**config.mk**
```make
export PLATFORM = sky130hd
export DESIGN_NAME = pc_fetch
export DESIGN_NICKNAME = d
export VERILOG_FILES = /design/src/rtl/pc_fetch_pkg.sv /design/src/rtl/pc_fetch.sv
export SDC_FILE = /design/constraint.sdc
export NUM_CORES = 1
export LEC_CHECK = 0
export BUFFER_PORTS_ARGS = -buffer_cell sky130_fd_sc_hd__buf_2
export CORE_UTILIZATION = 40
export DETAILED_ROUTE_END_ITERATION = 16
export HOLD_SLACK_MARGIN = 0.1
export PLACE_DENSITY = 0.66
export SKIP_CTS_REPAIR_TIMING = 1
export SLEW_MARGIN = 20
export SYNTH_ARGS = -nofsm -noshare
export SYNTH_HDL_FRONTEND = slang
export SYNTH_SLANG_ARGS = --single-unit
```
**constraint.sdc**
```tcl
create_clock -name clk -period 2.3 [get_ports clk]
set_input_delay 0.23 -clock clk [delete_from_list [all_inputs] [get_ports clk]]
set_output_delay 0.23 -clock clk [all_outputs]
set_load 0.02 [all_outputs]
```
**src/rtl/pc_fetch_pkg.sv**
```systemverilog
// Shared types and constants for the pc_fetch instruction-fetch stage.
package pc_fetch_pkg;

  localparam int unsigned WORD_W = 32;
  localparam logic [WORD_W-1:0] PC_STEP = 32'd4;

  typedef enum logic [1:0] {
    ST_FILL = 2'd0,
    ST_RUN  = 2'd1,
    ST_HOLD = 2'd2
  } fetch_state_e;

endpackage

```
**src/rtl/pc_fetch.sv**
```systemverilog
// Single-stage instruction fetch with stall hold, redirect and sticky address fault.
// Optional macro PC_FETCH_DELAY_SLOT_EN keeps the in-flight instruction alive across a redirect.
module pc_fetch
  import pc_fetch_pkg::*;
#(
  parameter logic [31:0] RESET_PC = 32'h0000_0000,
  parameter int unsigned IM_BYTES = 1024
) (
  input  logic              clk,
  input  logic              reset_n,
  input  logic              stall,
  input  logic              redirect,
  input  logic [WORD_W-1:0] redirect_target,
  output logic [WORD_W-1:0] im_addr,
  input  logic [WORD_W-1:0] im_data,
  output logic [WORD_W-1:0] id_instr,
  output logic [WORD_W-1:0] id_pc,
  output logic [WORD_W-1:0] id_pc4,
  output logic              id_valid,
  output logic              addr_fault
);

  localparam logic [WORD_W-1:0] LAST_ADDR = WORD_W'(IM_BYTES - 32'd4);

  fetch_state_e      state_q, state_d;
  logic [WORD_W-1:0] pc_q, pc_d;
  logic [WORD_W-1:0] f_pc_q, f_pc_d;
  logic              f_valid_q, f_valid_d;
  logic [WORD_W-1:0] hold_instr_q, hold_instr_d;
  logic              addr_fault_q, addr_fault_d;
  logic              fault_s;

  function automatic logic pc_bad(input logic [WORD_W-1:0] addr);
    return (addr[1:0] != 2'b00) || (addr > LAST_ADDR);
  endfunction

  // The flag is visible in the same cycle a bad PC appears, then stays sticky.
  assign fault_s = addr_fault_q | pc_bad(pc_q);
  assign im_addr = pc_q;

  // State registers.
  always_ff @(posedge clk or negedge reset_n) begin
    if (!reset_n) begin
      state_q      <= ST_FILL;
      pc_q         <= RESET_PC;
      f_pc_q       <= 32'h0000_0000;
      f_valid_q    <= 1'b0;
      hold_instr_q <= 32'h0000_0000;
      addr_fault_q <= 1'b0;
    end else begin
      state_q      <= state_d;
      pc_q         <= pc_d;
      f_pc_q       <= f_pc_d;
      f_valid_q    <= f_valid_d;
      hold_instr_q <= hold_instr_d;
      addr_fault_q <= addr_fault_d;
    end
  end

  // Next-state logic: redirect beats fault, fault beats stall.
  always_comb begin
    state_d      = state_q;
    pc_d         = pc_q;
    f_pc_d       = f_pc_q;
    f_valid_d    = f_valid_q;
    hold_instr_d = hold_instr_q;
    addr_fault_d = fault_s;
    if (redirect) begin
      state_d      = ST_RUN;
      pc_d         = redirect_target;
      f_pc_d       = pc_q;
`ifdef PC_FETCH_DELAY_SLOT_EN
      f_valid_d    = !fault_s;
`else
      f_valid_d    = 1'b0;
`endif
      hold_instr_d = 32'h0000_0000;
      addr_fault_d = pc_bad(redirect_target);
    end else if (fault_s) begin
      state_d   = ST_RUN;
      f_valid_d = 1'b0;
    end else begin
      case (state_q)
        ST_FILL: begin
          state_d   = ST_RUN;
          pc_d      = pc_q + PC_STEP;
          f_pc_d    = pc_q;
          f_valid_d = 1'b1;
        end
        ST_RUN: begin
          if (stall) begin
            state_d      = ST_HOLD;
            hold_instr_d = im_data;
          end else begin
            pc_d      = pc_q + PC_STEP;
            f_pc_d    = pc_q;
            f_valid_d = 1'b1;
          end
        end
        ST_HOLD: begin
          // Memory kept re-reading pc_q while held, so the next word is already on its way.
          if (stall) begin
            state_d = ST_HOLD;
          end else begin
            state_d   = ST_RUN;
            pc_d      = pc_q + PC_STEP;
            f_pc_d    = pc_q;
            f_valid_d = 1'b1;
          end
        end
        default: begin
          state_d   = ST_FILL;
          f_valid_d = 1'b0;
        end
      endcase
    end
  end

  // Decode-side outputs.
  always_comb begin
    id_instr   = 32'h0000_0000;
    id_valid   = 1'b0;
    id_pc      = f_pc_q;
    id_pc4     = f_pc_q + PC_STEP;
    addr_fault = fault_s;
    case (state_q)
      ST_FILL: begin
        id_instr = 32'h0000_0000;
        id_valid = 1'b0;
      end
      ST_RUN: begin
        id_instr = im_data;
        id_valid = f_valid_q & ~fault_s;
      end
      ST_HOLD: begin
        id_instr = hold_instr_q;
        id_valid = f_valid_q & ~fault_s;
      end
      default: begin
        id_instr = 32'h0000_0000;
        id_valid = 1'b0;
      end
    endcase
  end

endmodule

```
Word-level counts from Yosys, hierarchy flattened
Cells that the tools add are included.
{ "word_totals": {"ff_bits": 100, "elab_cells": 54} }
{ "op_classes": {"add_sub_neg": 2, "order_cmp": 2, "eq_ne": 6, "mux": 24, "bitwise_logic": 3, "n_reduce_logical": 11} }
{ "ops": {"columns": ["operator", "n"], "rows": [
  ["32-bit two-way mux", 10],
  ["32-bit one-hot mux with 2 select lines", 3],
  ["32-bit by 3-bit adder with 32-bit output, second input constant", 2],
  ["32-bit by 10-bit > comparator with 1-bit output, second input constant", 2],
  ["2-bit two-way mux", 4],
  ["2-bit nonzero test", 4],
  ["2-bit one-hot mux with 3 select lines", 1],
  ["3-bit AND reduction", 2],
  ["1-bit two-way mux", 5],
  ["4-bit by 2-bit != test with 1-bit output, second input constant", 1],
  ["4-bit != test, second input constant", 1],
  ["3-bit by 2-bit != test with 1-bit output, second input constant", 1],
  ["3-bit nonzero test", 1],
  ["2-bit by 1-bit == test with 1-bit output, second input constant", 1],
  ["2-bit == test, second input constant", 1],
  ["2-bit logical NOT", 1],
  ["1-bit logical OR", 2],
  ["2-bit != test, second input constant", 1],
  ["1-bit one-hot mux with 2 select lines", 1],
  ["2-bit OR reduction", 1],
  ["1-bit AND", 1],
  ["1-bit NOT", 1],
  ["1-bit bitwise OR", 1]
]} }

Longest topological paths before layout
Gate-level depths: netlist of the first run.
{ "depth": {"depth_word": 6, "depth_mapped": 9, "depth_no_buf": 6} }

Worst setup path after synthesis of the first run
OpenSTA, ideal clock, no wires.
{ "synth_path": {"path_kind": "flip-flop to flip-flop", "startpoint": "reg state_q[0]", "endpoint": "reg f_pc_q[0] (netlist: id_pc[0])", "setup_time_ps": 125, "arrival_time_ps": 2031, "required_time_ps": 2175, "setup_slack_ps": 144, "path_stages_with_launch": 9, "cell_sequence": "dfrtp_1 -> inv_1 -> ha_1 -> buf_2 -> nor2b_4 -> o2111a_2 -> a21oi_4 -> buf_6 -> mux2_4"} }
{ "synth_between": {"elab_chain_len": 5, "elab_cells_between_ends": 10, "classes_between": "3 x eq/ne; 3 x mux; 4 x reduce/logical"} }
{ "synth_lines": {"columns": ["element", "line", "rtl"], "rows": [
  ["start: declaration", "pc_fetch.sv:25", "fetch_state_e state_q, state_d;"],
  ["start signal: assignment", "pc_fetch.sv:51", "state_q <= state_d;"],
  ["2-bit == test / 2-bit by 1-bit == test with 1-bit output (equally long branches)", "pc_fetch.sv:83", "case (state_q)"],
  ["2-bit OR reduction (no line)", null, null],
  ["32-bit one-hot mux with 2 select lines", "pc_fetch.sv:83", null],
  ["32-bit two-way mux", "pc_fetch.sv:79", "end else if (fault_s) begin"],
  ["32-bit two-way mux", "pc_fetch.sv:68", "if (redirect) begin"],
  ["end signal: assignment", "pc_fetch.sv:53", "f_pc_q <= f_pc_d;"],
  ["end: declaration", "pc_fetch.sv:27", "logic [WORD_W-1:0] f_pc_q, f_pc_d;"]
]} }
Several ways; a longest one is shown, not always the timed one. The select of a mux whose other input is x is not followed.
A chain may end at the register's enable or synchronous reset.

Worst setup path in the final report of the first run
{ "layout_path": {"startpoint": "reg state_q[1]", "endpoint": "reg f_pc_q[19] (netlist: id_pc[19])"} }
Same word-level chain as after synthesis.

==> flow_summary.json, run 1 <==
{
  "multi_input_logic_area_sq_um": 2978,
  "worst-slew-pin-transition_ns": 0.6592,
  "fp.dieArea_sq_um": 14570,
  "worst_ep_required_ns": 2.53,
  "ff_latch_area_sq_um": 2511,
  "worst_hold_path_type": "in -> reg",
  "die_w_um": 120.7,
  "number_of_global_route_vias_before_repair": 4941,
  "synth.ff_latch_count": 100,
  "syn_nets": 613,
  "slew_viol_final": 0,
  "average_cell_area_after_synthesis_sq_um": 10.46,
  "synth-async-reset-ratio_pct": 100.0,
  "ys_warn_count": 0,
  "critPathLaunch": "state_q[1]$_DFFE_PN0P_",
  "critical_path.max_fanout": 8,
  "critical_path.startpoint_type": "flip-flop",
  "rr_endpoint": "id_pc[19]$_DFFE_PN0P_",
  "seq_area_frac_synth_pct": 44.40,
  "timing.rr.start": "state_q[1]$_DFFE_PN0P_",
  "filler_cell_count": 1258,
  "detail_route.drc_violations": 0,
  "std_cell_rows": 43,
  "utilization_after_layout_pct": 53.24,
  "maxCapViolCount": 0,
  "cts-root-buf": "clkbuf_16",
  "post_synth_main_area_contributors": "dfrtp_1, mux2_4, nand4_1",
  "post_drt_wl_per_cell_um": 18.51,
  "num_vias": 5218,
  "detailedRoute.firstIterationViolations": 267,
  "timing.critical_path.to_type": "flip-flop",
  "worst_setup_hold_path_clk_slew_ns": 0.07,
  "synth_top_area_cell": "dfrtp_1",
  "synth.top_cells.by_count": "dfrtp_1, nand4_1, o21ai_0, a21oi_1, nor2b_1",
  "grtUsageMet3_pct": 3.726,
  "fin_crit_sh_pct": 97.46,
  "detailed_placement_hpwl_um": 11490,
  "reg2reg_setup_slack_ns": 0.06,
  "portBuffers": 197,
  "power.leakage_nw": 3.327,
  "max-slew-margin-rel_pct": 56.05,
  "synthCells": 539,
  "crit_type": "reg -> reg",
  "grt_overflow": 0,
  "core_area_sq_um": 13830,
  "peakVddDrop_uv": 332.2,
  "grt.total_usage_pct": 22.88,
  "finalNetCount": 806,
  "antenna_violations_before_repair": 1,
  "worst_clock_skew_ns": 0.006679,
  "max_clock_freq_ghz": 0.4461,
  "hold_ws_ns": 0.08491,
  "initial_core_utilization_pct": 40.77,
  "htreeDepth": 3,
  "grt_first_pass_wirelength_um": 26180,
  "detail-route-antenna-nets": 0,
  "top_cell_type_s_share_of_synthesized_area_pct": 44.40,
  "drive_gt1_share_pct": 43.42,
  "critical_path.endpoint": "id_pc[19]$_DFFE_PN0P_",
  "ys_types": 44,
  "ff2ff_path_depth": 7,
  "num_io_pins": 198,
  "clock_latency_ns": 0.35,
  "synthesis.area_sq_um": 5637,
  "postSynth.topFlopCell": "dfrtp_1",
  "globalRouteMet1Util_pct": 31.09,
  "p_per_area_nw_per_um2": 666.9,
  "max-clock-path-buffers": 2,
  "gpl.final_weighted_congestion": 0.8661,
  "status": "finished, final reports clean",
  "tritoncts_num_sinks": 100,
  "tritoncts.num_buffers": 9,
  "met2_usage_pct": 36.42,
  "global_route.peak_usage_layer": "met2",
  "arrival_ns": 2.47,
  "detail_route.wirelength_um": 17000,
  "die-height_um": 120.7,
  "rsz0062_at_grt": "true",
  "hold_viol_final": 0,
  "cts_tree": "yes",
  "fin_crit_ns": 2.242,
  "vias_per_cell": 5.684,
  "flow.area_growth_from_synthesis_pct": 30.59,
  "largest_net_degree_at_the_start_of_global_routing": 63,
  "most_common_cell_in_the_netlist": "dfrtp_1",
  "drtPass1Iterations": 5,
  "synth_edf_count": 0,
  "report.final.setup_viol": 0
}
-- state kept, by name (all words and copies together) (netlist names) --
register,count
state_q,2
hold_instr_q,32
id_pc,32
addr_fault_q,1
f_valid_q,1
im_addr,32
-- kinds of logic (layout without fill, tap and decap cells) --
family / after synthesis / count (layout) / share of synthesized area [%]
flip-flops: 100 / 100 / 44.40
AO/OA/AOI/OAI: 122 / 122 / 13.39
multiplexers: 55 / 55 / 12.99
buffers and inverters: 52 / 250 / 4.395
other: 0 / 1 / 0
AND/OR/NAND/NOR: 176 / 176 / 19.16
XOR/XNOR: 28 / 28 / 4.351
adder cells (fa/ha/maj): 6 / 6 / 1.332
-- worst min path at each step --
stage,endpoint,cells past startpoint,startpoint
2_1_floorplan,addr_fault_q$_DFF_PN0_,0,reset_n
3_3_place_gp,id_pc[5]$_DFFE_PN0P_,1,reset_n
3_5_place_dp,id_pc[5]$_DFFE_PN0P_,1,reset_n
4_1_cts,id_pc[5]$_DFFE_PN0P_,1,reset_n
5_1_grt,im_addr[3]$_DFFE_PN0P_,3,redirect_target[3]
6_report,im_addr[3]$_DFFE_PN0P_,3,redirect_target[3]
-- per-stage QoR --
| step | cell area (sq um) | setup slack [ns] | setup TNS (ns) | cells | power, W |
|---|---|---|---|---|---|
| 5_1_grt | 7358 | -0.03564 | -0.1652 | 917 | 0.005134 |
| 6_report | 7361 | 0.05842 | 0 | 918 | 0.004909 |
| 3_5_place_dp | 6765 | 0.05937 | 0 | 883 | 0.003325 |
| 3_3_place_gp | 6765 | 0.1484 | 0 | 883 | 0.003299 |
| 4_1_cts | 7059 | -0.2523 | -2.718 | 899 | 0.004865 |
| 2_1_floorplan | 5637 | 0.1442 | 0 | 539 | 0.002843 |
-- placed cells by master (no fill, tap or decap), drive strengths merged, types with 2 or more instances in the layout --
master and count:
and4 6, a22oi 33, o2111ai 2, clkinv 3, nand4 49, nor2b 36, nand2 18, xnor2 24
a32oi 2, buf 226, ha 6, nand3b 2, nor2 10, dfrtp 100, a31oi 3, inv 6
o211ai 2, o21ai 37, a21oi 37, nor4 16, or3 3, nand3 19, clkbuf 13, nor3 7
xor2 4, and3 8, mux2 55
-- worst max-delay path: stages, from the launching register on --
cell and delay, ns:
dfrtp_1 0.41, inv_1 0.09, ha_1 0.31, nor2b_4 0.15, o2111a_2 0.30, a21oi_4 0.32
clkbuf_16 0.24, mux2_4 0.30
-- layer usage --
| metal | vias up | wire (um) |
|---|---|---|
| li1 | 2401 | - |
| met5 | - | 0 |
| met4 | 0 | 414 |
| met2 | 248 | 7910 |
| met1 | 2545 | 7464 |
| met3 | 24 | 1205 |
-- final cells by class --
cell class	count	area share, %
Multi-Input combinational cell	387	40.46
Clock inverter	5	0.8329
Tap cell	180	3.060
Antenna cell	1	0.03400
Clock buffer	11	3.162
Timing Repair Buffer	229	18.09
Sequential cell	100	34.12
Inverter	5	0.2550
-- power by group --
group / switching [W] / internal (W)
clock network: 0.000682 / 0.000851
logic: 0.000703 / 0.000534
registers: 0.000238 / 0.00190
total: 0.00162 / 0.00329
Note: power is estimated with default switching activity, not from simulation.
==> inputs of run 2 (changes only) <==
--- a/config.mk
+++ b/config.mk
@@ -6,10 +6,10 @@
 export NUM_CORES = 1
 export LEC_CHECK = 0
 export BUFFER_PORTS_ARGS = -buffer_cell sky130_fd_sc_hd__buf_2
-export CORE_UTILIZATION = 40
+export CORE_UTILIZATION = 46
 export DETAILED_ROUTE_END_ITERATION = 16
 export HOLD_SLACK_MARGIN = 0.1
-export PLACE_DENSITY = 0.66
+export PLACE_DENSITY = 0.74
 export SKIP_CTS_REPAIR_TIMING = 1
 export SLEW_MARGIN = 20
 export SYNTH_ARGS = -nofsm -noshare
==> run 2 against run 1 <==
Against the previous run: clock-buffer cell count fell by 1; die area fell by 13%; global-route usage rose by 2.4 points; flip-flop and latch count did not move; cell area fell by 2.3%; sequential share of layout area rose by 0.75 points; critical endpoint is now id_pc4[29]; largest power group unchanged.
==> flow_summary.json, run 2 (synthesis results as in run 1) <==
{
  "series_of_cell_instances_along_the_critical_path": "buf_4 -> nand4_1 -> nor4_4 -> buf_4 -> nand4_1 -> xnor2_1 -> buf_2",
  "clock_latency_ns": 0.34,
  "fin_crit_sh_pct": 97.13,
  "p_comb_share_pct": 25.0,
  "p_int_w": 0.003255,
  "htreeDepth": 3,
  "path_delay_family": "simple AND/OR/NAND/NOR gates",
  "grt_first_pass_wirelength_um": 25610,
  "antennaDiodeCount": 0,
  "globalRouteMet1Util_pct": 34.94,
  "maxCapViolCount": 0,
  "hold_viol_final": 0,
  "pre_cts_slack_ns": 0.08623,
  "std_cell_rows": 40,
  "grt.total_usage_pct": 25.31,
  "highest_count_cells_in_the_layout_ignoring_fill_and_taps": "buf_2, dfrtp_1, nand4_1, o21ai_0, a21oi_1",
  "met2_usage_pct": 40.70,
  "maximum_cell_stage_delay_along_the_critical_path_ns": 0.39,
  "ff_latch_area_sq_um": 2509,
  "gpl.final_weighted_congestion": 0.8549,
  "global_route.peak_usage_layer": "met2",
  "status": "finished, final reports clean",
  "utilization_after_layout_pct": 60.15,
  "die-height_um": 112.7,
  "rr_endpoint": "id_pc[16]$_DFFE_PN0P_",
  "p_seq_share_pct": 44.0,
  "flow.area_growth_from_synthesis_pct": 27.64,
  "reg2reg_setup_slack_ns": 0.11,
  "grt_overflow": 0,
  "final_instance_area_sq_um": 7194,
  "worst_clock_skew_ns": 0.005859,
  "fp.dieArea_sq_um": 12700,
  "max_clock_freq_ghz": 0.4476,
  "largest_net_degree_at_the_start_of_global_routing": 62,
  "filler_cell_count": 999,
  "critical_path.slowest_cell": "dfrtp_2",
  "grtUsageMet3_pct": 3.374,
  "cts-root-buf": "clkbuf_16",
  "fin_crit_ns": 2.234,
  "p_per_area_nw_per_um2": 671.8,
  "timing.rr.start": "state_q[1]$_DFFE_PN0P_",
  "detailed_placement_hpwl_um": 11070,
  "placement.cell_area_sq_um": 6765,
  "num_io_pins": 198,
  "tritoncts_num_sinks": 100,
  "antenna_violations_before_repair": 0,
  "critPathLaunch": "id_pc[2]$_DFFE_PN0P_",
  "critPathBufInv": 3,
  "number_of_global_route_vias_before_repair": 4883,
  "post_drt_wl_per_cell_um": 18.37,
  "ff2ff_path_depth": 7,
  "worst_hold_path_type": "in -> reg",
  "arrival_ns": 2.00,
  "cts_tree": "yes",
  "worst-slew-pin-transition_ns": 0.5424,
  "timing.critical_path.depth": 7,
  "drive_gt1_share_pct": 42.35,
  "die_w_um": 112.7,
  "portBuffers": 197,
  "clkPwrFrac_pct": 31.1,
  "max-slew-margin-rel_pct": 63.51,
  "detail_route.wirelength_um": 16150,
  "detail-route-antenna-nets": 0,
  "rsz0062_at_grt": "true",
  "initial_core_utilization_pct": 47.12,
  "power.leakage_nw": 3.279,
  "hold_ws_ns": 0.09796,
  "max-clock-path-buffers": 2,
  "slew_viol_final": 0,
  "report.final.setup_viol": 0,
  "timing.final.ws_setup_ns": 0.06611,
  "critical_path.startpoint_type": "flip-flop",
  "switching_power_w": 0.001578,
  "crit_type": "reg -> out",
  "finalNetCount": 801,
  "multi_input_logic_area_sq_um": 2923,
  "peakVddDrop_uv": 308.5,
  "final.setup.tns_ns": 0,
  "core_area_sq_um": 11960,
  "timing.critical_path.to_type": "primary output",
  "worst_setup_hold_path_clk_slew_ns": 0.07,
  "detailedRoute.firstIterationViolations": 452,
  "worst_ep_required_ns": 2.07,
  "critical_path.max_fanout": 8,
  "most_frequent_standard_cell_in_the_layout_excluding_fill_and_tap_cells": "buf_2",
  "critical_path.endpoint": "id_pc4[29]",
  "switching_share_pct": 32.66,
  "num_vias": 5240,
  "tritoncts.num_buffers": 9,
  "drtPass1Iterations": 5,
  "detail_route.drc_violations": 0,
  "vias_per_cell": 5.961
}
[run 2: cell types whose count changed in the layout (fill, tap and decap cells not counted), sizes merged]
cell,delta
clkinv,-1
clkinvlp,+2
clkbuf,-2
buf,-4
diode,-1
[run 2: per-layer routing]
metal	part of all wire, %	up-vias
li1	-	2387
met1	43	2563
met2	48	268
met3	6.9	22
met4	1.9	0
met5	0	-
[run 2: how the worst min path moves through the flow]
| stage | endpoint | cells past startpoint | from |
|---|---|---|---|
| floorplan | addr_fault_q$_DFF_PN0_ | 0 | reset_n |
| global placement | id_pc[20]$_DFFE_PN0P_ | 1 | reset_n |
| detailed placement | id_pc[21]$_DFFE_PN0P_ | 1 | reset_n |
| CTS | id_pc[21]$_DFFE_PN0P_ | 1 | reset_n |
| global route | im_addr[3]$_DFFE_PN0P_ | 3 | redirect_target[3] |
| finish | im_addr[3]$_DFFE_PN0P_ | 3 | redirect_target[3] |
[run 2: layout make-up]
class	count	share of cell area, %
Inverter	5	0.2609
Sequential cell	100	34.87
Clock inverter	6	0.8870
Timing Repair Buffer	224	17.62
Clock buffer	10	3.183
Tap cell	147	2.557
Multi-Input combinational cell	387	40.63
[run 2: worst min-delay path: stages]
cell and delay (ns):
buf_2 0.08, nand2_1 0.04, nand3_1 0.05
[run 2: power groups by stage]
| stage | logic, W | registers [W] | clock network (W) |
|---|---|---|---|
| floorplan | 0.000574 | 0.00227 | 0 |
| global placement | 0.00116 | 0.00214 | 0 |
| detailed placement | 0.00118 | 0.00215 | 0 |
| CTS | 0.00118 | 0.00212 | 0.00154 |
| global route | 0.00129 | 0.00215 | 0.00161 |
| finish | 0.00121 | 0.00212 | 0.00150 |
[run 2: metrics by stage]
stage	cells	power, W
global route	879	0.005045
finish	879	0.004833
floorplan	539	0.002843
global placement	854	0.003299
CTS	870	0.004833
detailed placement	854	0.003327
